### src/rtl/pulse_delay_line.sv
// pulse_delay_line: multi-channel programmable pulse delay.
// Each channel's asynchronous input is synchronised, edge-detected into a
// one-cycle strobe, written every cycle into a circular buffer and replayed
// delay_active cycles later. The strobe is registered once before the buffer
// write and the buffer read lands directly in the output register, giving
// a fixed input-edge-to-output latency of D+3 cycles.

// Per-channel synchroniser and rising-edge detector.
module pdl_lane_sync (
  input  logic clk,
  input  logic rst,
  input  logic pulse_i,
  input  logic mask_i,
  output logic strobe_o
);
  // [0],[1] form the synchroniser; [2] holds the previous synchronised value.
  logic [2:0] sync_q;

  // Shift the asynchronous input through the synchroniser chain.
  always_ff @(posedge clk) begin
    if (rst) sync_q <= '0;
    else     sync_q <= {sync_q[1:0], pulse_i};
  end

  assign strobe_o = sync_q[1] & ~sync_q[2] & mask_i;
endmodule

module pulse_delay_line #(
  parameter int CHANNELS      = 16,
  parameter int MAX_DELAY     = 256,
  parameter int DELAY_W       = $clog2(MAX_DELAY),
  parameter int DEFAULT_DELAY = 50
) (
  input  logic                clk,
  input  logic                rst,
  input  logic [CHANNELS-1:0] pulse_in,
  input  logic [CHANNELS-1:0] chan_mask,
  input  logic                enable,
  input  logic [DELAY_W-1:0]  cfg_delay,
  input  logic                cfg_load,
  output logic [CHANNELS-1:0] pulse_out,
  output logic                ready,
  output logic [DELAY_W-1:0]  delay_active
);
  localparam logic [DELAY_W-1:0] DLY_ONE = DELAY_W'(1);
  localparam logic [DELAY_W-1:0] DLY_RST = DELAY_W'(DEFAULT_DELAY);

  typedef enum logic [1:0] {S_IDLE, S_FILL, S_RUN} state_t;

  state_t               state_q, state_d;
  logic [DELAY_W-1:0]   fill_q, fill_d;
  logic [DELAY_W-1:0]   dly_q, dly_d;
  logic [DELAY_W-1:0]   wr_ptr_q;
  logic [DELAY_W-1:0]   rd_addr;
  logic [CHANNELS-1:0]  strobe;
  logic [CHANNELS-1:0]  strobe_q;
  logic [CHANNELS-1:0]  pulse_q;
  logic [CHANNELS-1:0]  mem_q [MAX_DELAY];
  logic                 run_hold;

  for (genvar g = 0; g < CHANNELS; g++) begin : g_lane
    pdl_lane_sync u_sync (
      .clk      (clk),
      .rst      (rst),
      .pulse_i  (pulse_in[g]),
      .mask_i   (chan_mask[g]),
      .strobe_o (strobe[g])
    );
  end

  // Next-state logic: enable low wins, cfg_load restarts the fill.
  always_comb begin
    state_d = state_q;
    fill_d  = fill_q;
    dly_d   = dly_q;
    if (cfg_load) dly_d = (cfg_delay == '0) ? DLY_ONE : cfg_delay;
    if (!enable) begin
      state_d = S_IDLE;
      fill_d  = '0;
    end else begin
      case (state_q)
        S_IDLE: begin
          state_d = S_FILL;
          fill_d  = '0;
        end
        S_FILL: begin
          if (cfg_load) begin
            fill_d = '0;
          end else if (fill_q == dly_q - DLY_ONE) begin
            state_d = S_RUN;
            fill_d  = '0;
          end else begin
            fill_d = fill_q + DLY_ONE;
          end
        end
        S_RUN: begin
          if (cfg_load) begin
            state_d = S_FILL;
            fill_d  = '0;
          end
        end
        default: begin
          state_d = S_IDLE;
          fill_d  = '0;
        end
      endcase
    end
  end

  // Control state registers.
  always_ff @(posedge clk) begin
    if (rst) begin
      state_q <= S_IDLE;
      fill_q  <= '0;
      dly_q   <= DLY_RST;
    end else begin
      state_q <= state_d;
      fill_q  <= fill_d;
      dly_q   <= dly_d;
    end
  end

  // Register the strobes so the buffer write is a clean flop-to-RAM path.
  always_ff @(posedge clk) begin
    if (rst) strobe_q <= '0;
    else     strobe_q <= strobe;
  end

  // Write pointer advances whenever the line is not idle.
  always_ff @(posedge clk) begin
    if (rst)                    wr_ptr_q <= '0;
    else if (state_q != S_IDLE) wr_ptr_q <= wr_ptr_q + DLY_ONE;
  end

  // Buffer write; no reset so the array maps onto block RAM. Stale data is
  // harmless because FILL lasts exactly delay_active cycles.
  always_ff @(posedge clk) begin
    if (state_q != S_IDLE) mem_q[wr_ptr_q] <= strobe_q;
  end

  assign rd_addr  = wr_ptr_q - dly_q;
  // Output only while staying in RUN, so disable/reload blank it at once.
  assign run_hold = (state_q == S_RUN) && (state_d == S_RUN);

  // Synchronous buffer read straight into the output register.
  always_ff @(posedge clk) begin
    if (rst)           pulse_q <= '0;
    else if (run_hold) pulse_q <= mem_q[rd_addr];
    else               pulse_q <= '0;
  end

  assign pulse_out    = pulse_q;
  assign ready        = (state_q == S_RUN);
  assign delay_active = dly_q;
endmodule
### config.mk
export PLATFORM = sky130hd
export DESIGN_NAME = pulse_delay_line
export DESIGN_NICKNAME = d
export VERILOG_FILES = /design/src/rtl/pulse_delay_line.sv
export SDC_FILE = /design/constraint.sdc
export NUM_CORES = 2
export LEC_CHECK = 0
export BUFFER_PORTS_ARGS = -buffer_cell sky130_fd_sc_hd__buf_4
export CAP_MARGIN = 20
export CORE_UTILIZATION = 53
export DETAILED_ROUTE_END_ITERATION = 16
export GPL_TIMING_DRIVEN = 0
export MAX_ROUTING_LAYER = met4
export PLACE_DENSITY = 0.76
export SYNTH_ARGS = -nofsm -noshare
export SYNTH_HDL_FRONTEND = slang
export SYNTH_SLANG_ARGS = --single-unit
### constraint.sdc
create_clock -name clk -period 6.3 [get_ports clk]
set_clock_uncertainty 0.05 [all_clocks]
set_input_delay 0 -clock clk [delete_from_list [all_inputs] [get_ports clk]]
set_output_delay 0 -clock clk [all_outputs]
set_load 0.02 [all_outputs]
---- Word level (Yosys, flattened, before mapping) ----
Memories as Yosys holds them, arrays and structs flattened. A register that Yosys moved wholly into a read port is not among the register bits.
Cells that the tools add are included.
storage, ports and cells
  register bits ........................... 90
  RAM bits ................................ 4,096
  bits of input ports ..................... 44
  logic and storage cells ................. 99
  memories ................................ 1
operators by class
  $add $sub $neg .......................... 4
  equality and inequality tests ........... 5
  mux-type cells .......................... 12
  bitwise operators ....................... 50
  reductions and logical operators ........ 6
memories
  name   words  width  read ports  clocked after Yosys merged registers in  write ports  RTL line  text
  mem_q  256    16     1           1                                        1            58        logic [CHANNELS-1:0] mem_q [MAX_DELAY];
operators by type and width
  kind                                              number
  bitwise AND 1 bit                                 32
  two-way mux 8 bit                                 4
  inverter 1 bit                                    18
  adder 8 x 1 -> 8 bit, second input constant       2
  one-hot mux 8 bit (2 select lines)                1
  == test 8 bit                                     1
  zero test 8 bit                                   1
  two-way mux 2 bit                                 4
  subtractor 8 x 1 -> 8 bit, second input constant  1
  subtractor 8 bit                                  1
  one-hot mux 2 bit (3 select lines)                1
  == test 2 bit, second input constant              2
  OR reduction 2 bit                                2
  == test 2 x 1 -> 1 bit, second input constant     1
  zero test 2 bit                                   1
  two-way mux 1 bit                                 2
  != test 2 bit, second input constant              1
  nonzero test 2 bit                                1
  logical AND 1 bit                                 1

---- Longest topological paths before layout ----
  word-level depth ........................ 10
  depth in mapped cells ................... 17
  mapped depth without buffers ............ 12

---- Modules after synthesis ----
Synthesis repeated with hierarchy kept, for this count alone.
second synthesis, totals
  cells, all modules ...................... 7,226
  area total of the unflattened synthesis .. 161,429.8 sq um
modules (own cells, without submodules)
  module            times used  cells each  area each (sq um)  sequential area each (sq um)
  pulse_delay_line  1           7,114       160,028.5          124,159.1
  pdl_lane_sync     16          7           87.6               60.1

---- Worst setup path after synthesis ----
Ideal clock, no wire load.
  path kind ............................... register -> register
  start ................................... register strobe_q[0]
  end ..................................... memory mem_q[0][0], data pin
  library setup time ...................... 0.852 ns
  arrival ................................. 3.382 ns
  path slack .............................. 2.016 ns
  stages on the path, launching flop included .. 1
  path buffers ............................ 0
  path through ............................ dfxtp_1
RTL lines
  what                    RTL line  text
  start, declared         56        logic [CHANNELS-1:0] strobe_q;
  start signal, assigned  126       else strobe_q <= strobe;
  end, declared           58
No word-level cell before the write port.

---- Worst setup path in the final report ----
  start ................................... register dly_q[0], in the netlist delay_active[0]
  end ..................................... register pulse_q[8], in the netlist pulse_out[8], read port of mem_q
on the way
  word-level cells in the longest chain between the ends .. 10
  elaborated cells between the ends (all ways) .. 11
ends and longest elaborated chain
  what                                RTL line  text
  start, declared                     52        logic [DELAY_W-1:0] dly_q, dly_d;
  start signal, assigned              119       dly_q <= dly_d;
  subtractor 8 x 1 -> 8 bit           89        end else if (fill_q == dly_q - DLY_ONE) begin
  == test 8 bit                       89
  two-way mux 2 bit                   89
  two-way mux 2 bit                   87        if (cfg_load) begin
  one-hot mux 2 bit (3 select lines)  81        case (state_q)
  two-way mux 2 bit                   77        if (!enable) begin
  == test 2 bit                       143       assign run_hold = (state_q == S_RUN) && (state_d == S_RUN);
  logical AND 1 bit                   143
  inverter 1 bit (no line)            n/a
  OR reduction 2 bit (no line)        n/a
  end, declared                       57        logic [CHANNELS-1:0] pulse_q;
Parallel ways exist; a longest one is shown, timed or not.
A chain may end at the register's enable or synchronous reset.

==> impl_metrics.tcl <==
set metrics [dict create \
    outcome "finished with violations" \
    violations "negative setup slack" \
    max_slew_margin_pct 10.66 \
    dieArea_sq_um 306800 \
    clk_latency_ns 1.02 \
    cellLeakagePower_nw 61.04 \
    ant_nets 0 \
    cp-endpoint "pulse_out[8]" \
    yosys.area.top_type "edfxtp_1" \
    final-seq-area_sq_um 125200 \
    reg2reg_from "delay_active[0]" \
    async_flop_share_pct 0 \
    path_cells "ha_1 -> inv_1 -> fa_1 -> a211o_1 -> nand2_1 -> and2_1 -> clkbuf_2 -> buf_1 -> nand3_1 -> a32oi_2 -> o221ai_1 -> or3_1" \
    rrSetupSlack_ns -0.23 \
    wl_per_cell_microns 43.94 \
    grt_pass1_vias 87630 \
    synth_mux_area_share_pct 16.10 \
    clk_pin_slew_ns 0.06 \
    clk_path_buf_depth 4 \
    fmax_ghz 0.1531 \
    path_class "flip-flop to flip-flop" \
    overflow 0 \
    die_w_microns 553.9 \
    finalSetupTns_ns -1.931 \
    synth_edf_count 4096 \
    yosysSeqAreaShare_pct 77.50 \
    crit_start "delay_active[0]" \
    yosys.area_share.xor_xnor_pct 0.1418 \
    ys_top_cells_by_area "edfxtp_1, mux4_2, dfxtp_1" \
    peakVddDrop_mv 0.2970 \
    cts-root-buf "clkbuf_16" \
    hold_viol_final 0 \
    antenna_found_initial 53 \
    cp.depth 12 \
    required_ns 7.12 \
    dr.pass1.iters 12 \
    rows 202 \
    cts_setup_buffers 0 \
    multi_input_area_sq_um 35070 \
    grt_use_total_pct 37.48 \
    synth_cell_types 67 \
    worst-path-buf-inv 3 \
    worstPathMaxFanout 10 \
    drt_wl_total_microns 561400 \
    cp.arrival_ns 7.35 \
    yosys.area_share.simple_pct 3.485 \
    netlist_instances 7471 \
    grt_pass1_wl_microns 743700 \
    drv_cap 0 \
    syn_nets 7529 \
    start_kind "flip-flop" \
    rr_endpoint "pulse_out[8]" \
    vias 90730 \
    setup_violations 13 \
    syn_area_sq_um 161400 \
    hold_class "input pin to flip-flop" \
    fp.dieH_microns 553.9 \
    numCtsBuffers 410 \
    yosys_warnings 0 \
    start_util_pct 53.32 \
    fillCellCount 19440 \
    r2r_cells 12 \
    area_delta_synth_final_pct 16.87 \
    nets 8426 \
    crit_family "simple AND/OR/NAND/NOR gates" \
    worst_slew_pin_slew_ns 1.340 \
    pin_count 69 \
    numPortBuffers 67 \
    synth_fa_ha_area_share_pct 0.1132 \
    fin_ws_ns -0.2311 \
    place.gp.congestion 1.116 \
    drc 0 \
    core_sq_um 302800 \
    drv_slew 0 \
    period_share_pct 103.7 \
    cts_tree "done" \
    first_iter_violations 17830 \
    synth_top_area_share_pct 76.19 \
    synth-seq-cells 4202 \
    avgSynthCellArea_sq_um 21.61 \
    htree_levels 5 \
    period_needed_ns 6.531 \
    synth_top_family_by_area "multiplexers" \
    synthFlopType "edfxtp_1" \
    synth_compound_area_share_pct 1.272 \
    layout-drive-gt1-share_pct 30.73 \
    finalPower_mw 63.86 \
    cts.sinks 4202 \
    worstSetupEndpointType "flip-flop" \
    power.density_nw_per_um2 338.5 \
    hpwl_microns 372900 \
    cp_slowest_cell "buf_1" \
    grt_max_degree 117 \
    viasPerCell 7.101 \
    max_stage_delay_ns 0.96 \
]
## cell usage in the layout (no fill, tap or decap), types with 94 or more instances in the layout
| cell | count |
|---|---|
| buf_2 | 169 |
| dlygate4sd3_1 | 105 |
| clkbuf_1 | 184 |
| nand3_1 | 200 |
| mux2i_1 | 139 |
| clkbuf_16 | 412 |
| buf_8 | 203 |
| nor2_2 | 217 |
| nand2_1 | 539 |
| mux4_2 | 1083 |
| buf_4 | 141 |
| edfxtp_1 | 4096 |
| buf_16 | 94 |
## worst min path at each step
stage,start,endpoint,slack [ns],depth (start not counted)
6_report,cfg_load,fill_q[1],0.08,5
5_1_grt,cfg_load,fill_q[2],0.17,5
4_1_cts,cfg_load,fill_q[1],0.03,5
3_5_place_dp,pulse_in[0],g_lane[0].u_sync.sync_q[0],0.16,2
3_3_place_gp,pulse_in[14],g_lane[14].u_sync.sync_q[0],0.16,2
2_1_floorplan,rst,g_lane[0].u_sync.sync_q[2],0.03,1
## layout make-up
cell class                      count  share of cell area, %
Sequential cell                  4202                  66.35
Tap cell                         3978                  2.638
Clock buffer                      494                  5.649
Timing Repair Buffer              488                  3.980
Antenna cell                       84                 0.1114
Buffer                            431                  1.202
Clock inverter                    264                  1.450
Multi-Input combinational cell   2819                  18.59
Inverter                           16                0.03183
## through the flow
| stage | util (%) | setup WS [ns] | cell area (sq um) | cells | hold slack, ns |
|---|---|---|---|---|---|
| 6_report | 62.31 | -0.2311 | 188700 | 12780 | 0.07717 |
| 5_1_grt | 62.30 | -0.004144 | 188600 | 12760 | 0.1707 |
| 4_1_cts | 62.19 | 0.0004459 | 188300 | 12680 | 0.02855 |
| 3_5_place_dp | 57.37 | -0.6732 | 173700 | 11820 | 0.1645 |
| 3_3_place_gp | 55.13 | -2.158 | 166900 | 11520 | 0.1624 |
| 2_1_floorplan | - | 2.016 | 161400 | 7471 | 0.02935 |
## metal layers
metal  up-vias  GRT usage, %  share of wire (%)
met4         0         24.31                8.2
met2      9175         52.74                 44
met3      1963         13.92                 16
met1     46570         45.69                 32
li1      33020             -                  -
met5         -             -                  0
## cells by family (layout without fill, tap and decap cells)
kind of cell | after synthesis | after routing
flops | 4202 | 4202
simple gates | 1262 | 1262
mux | 1241 | 1241
buf+inv | 450 | 1693
compound gates | 278 | 278
xor+xnor | 24 | 24
fa+ha+maj | 14 | 14
other cells | 0 | 84
## worst min-delay path: stages
cell,delay (ns)
dlygate4sd3_1,0.53
buf_2,0.22
nor2b_1,0.13
a22oi_1,0.15
nor2_1,0.05
## sequential cells by signal, summed over array words and instances, names as in the netlist
name,count
mem_q,4096
g_lane.u_sync.sync_q,48
pulse_out,16
strobe_q,16
delay_active,8
fill_q,8
wr_ptr_q,8
state_q,2
## report_power, final
group / total (mW) / switching, mW / internal, mW
sequential: 30.4 / 0.0470 / 30.3
clock: 24.8 / 11.0 / 13.8
combinational: 8.64 / 5.60 / 3.03
total: 63.9 / 16.6 / 47.2
## cell usage after synthesis (44+ instances only)
master and n:
nor2_1 291, nor2b_1 58, a21oi_1 44, buf_2 175, dfxtp_1 106, buf_4 68, a32oi_1 78, edfxtp_1 4096
mux2i_1 139, mux4_2 1083, nand2_1 539, nand3_1 201, clkbuf_1 138, nand4_1 67
## timing repair
item | CTS | global route
resized for setup | 38 | 12
hold endpoints to repair | 90 | 0
setup endpoints to repair | 13 | 8
hold buffers | 105 | 0
pin swaps | 5 | 1
(Power assumes the default switching activity.)
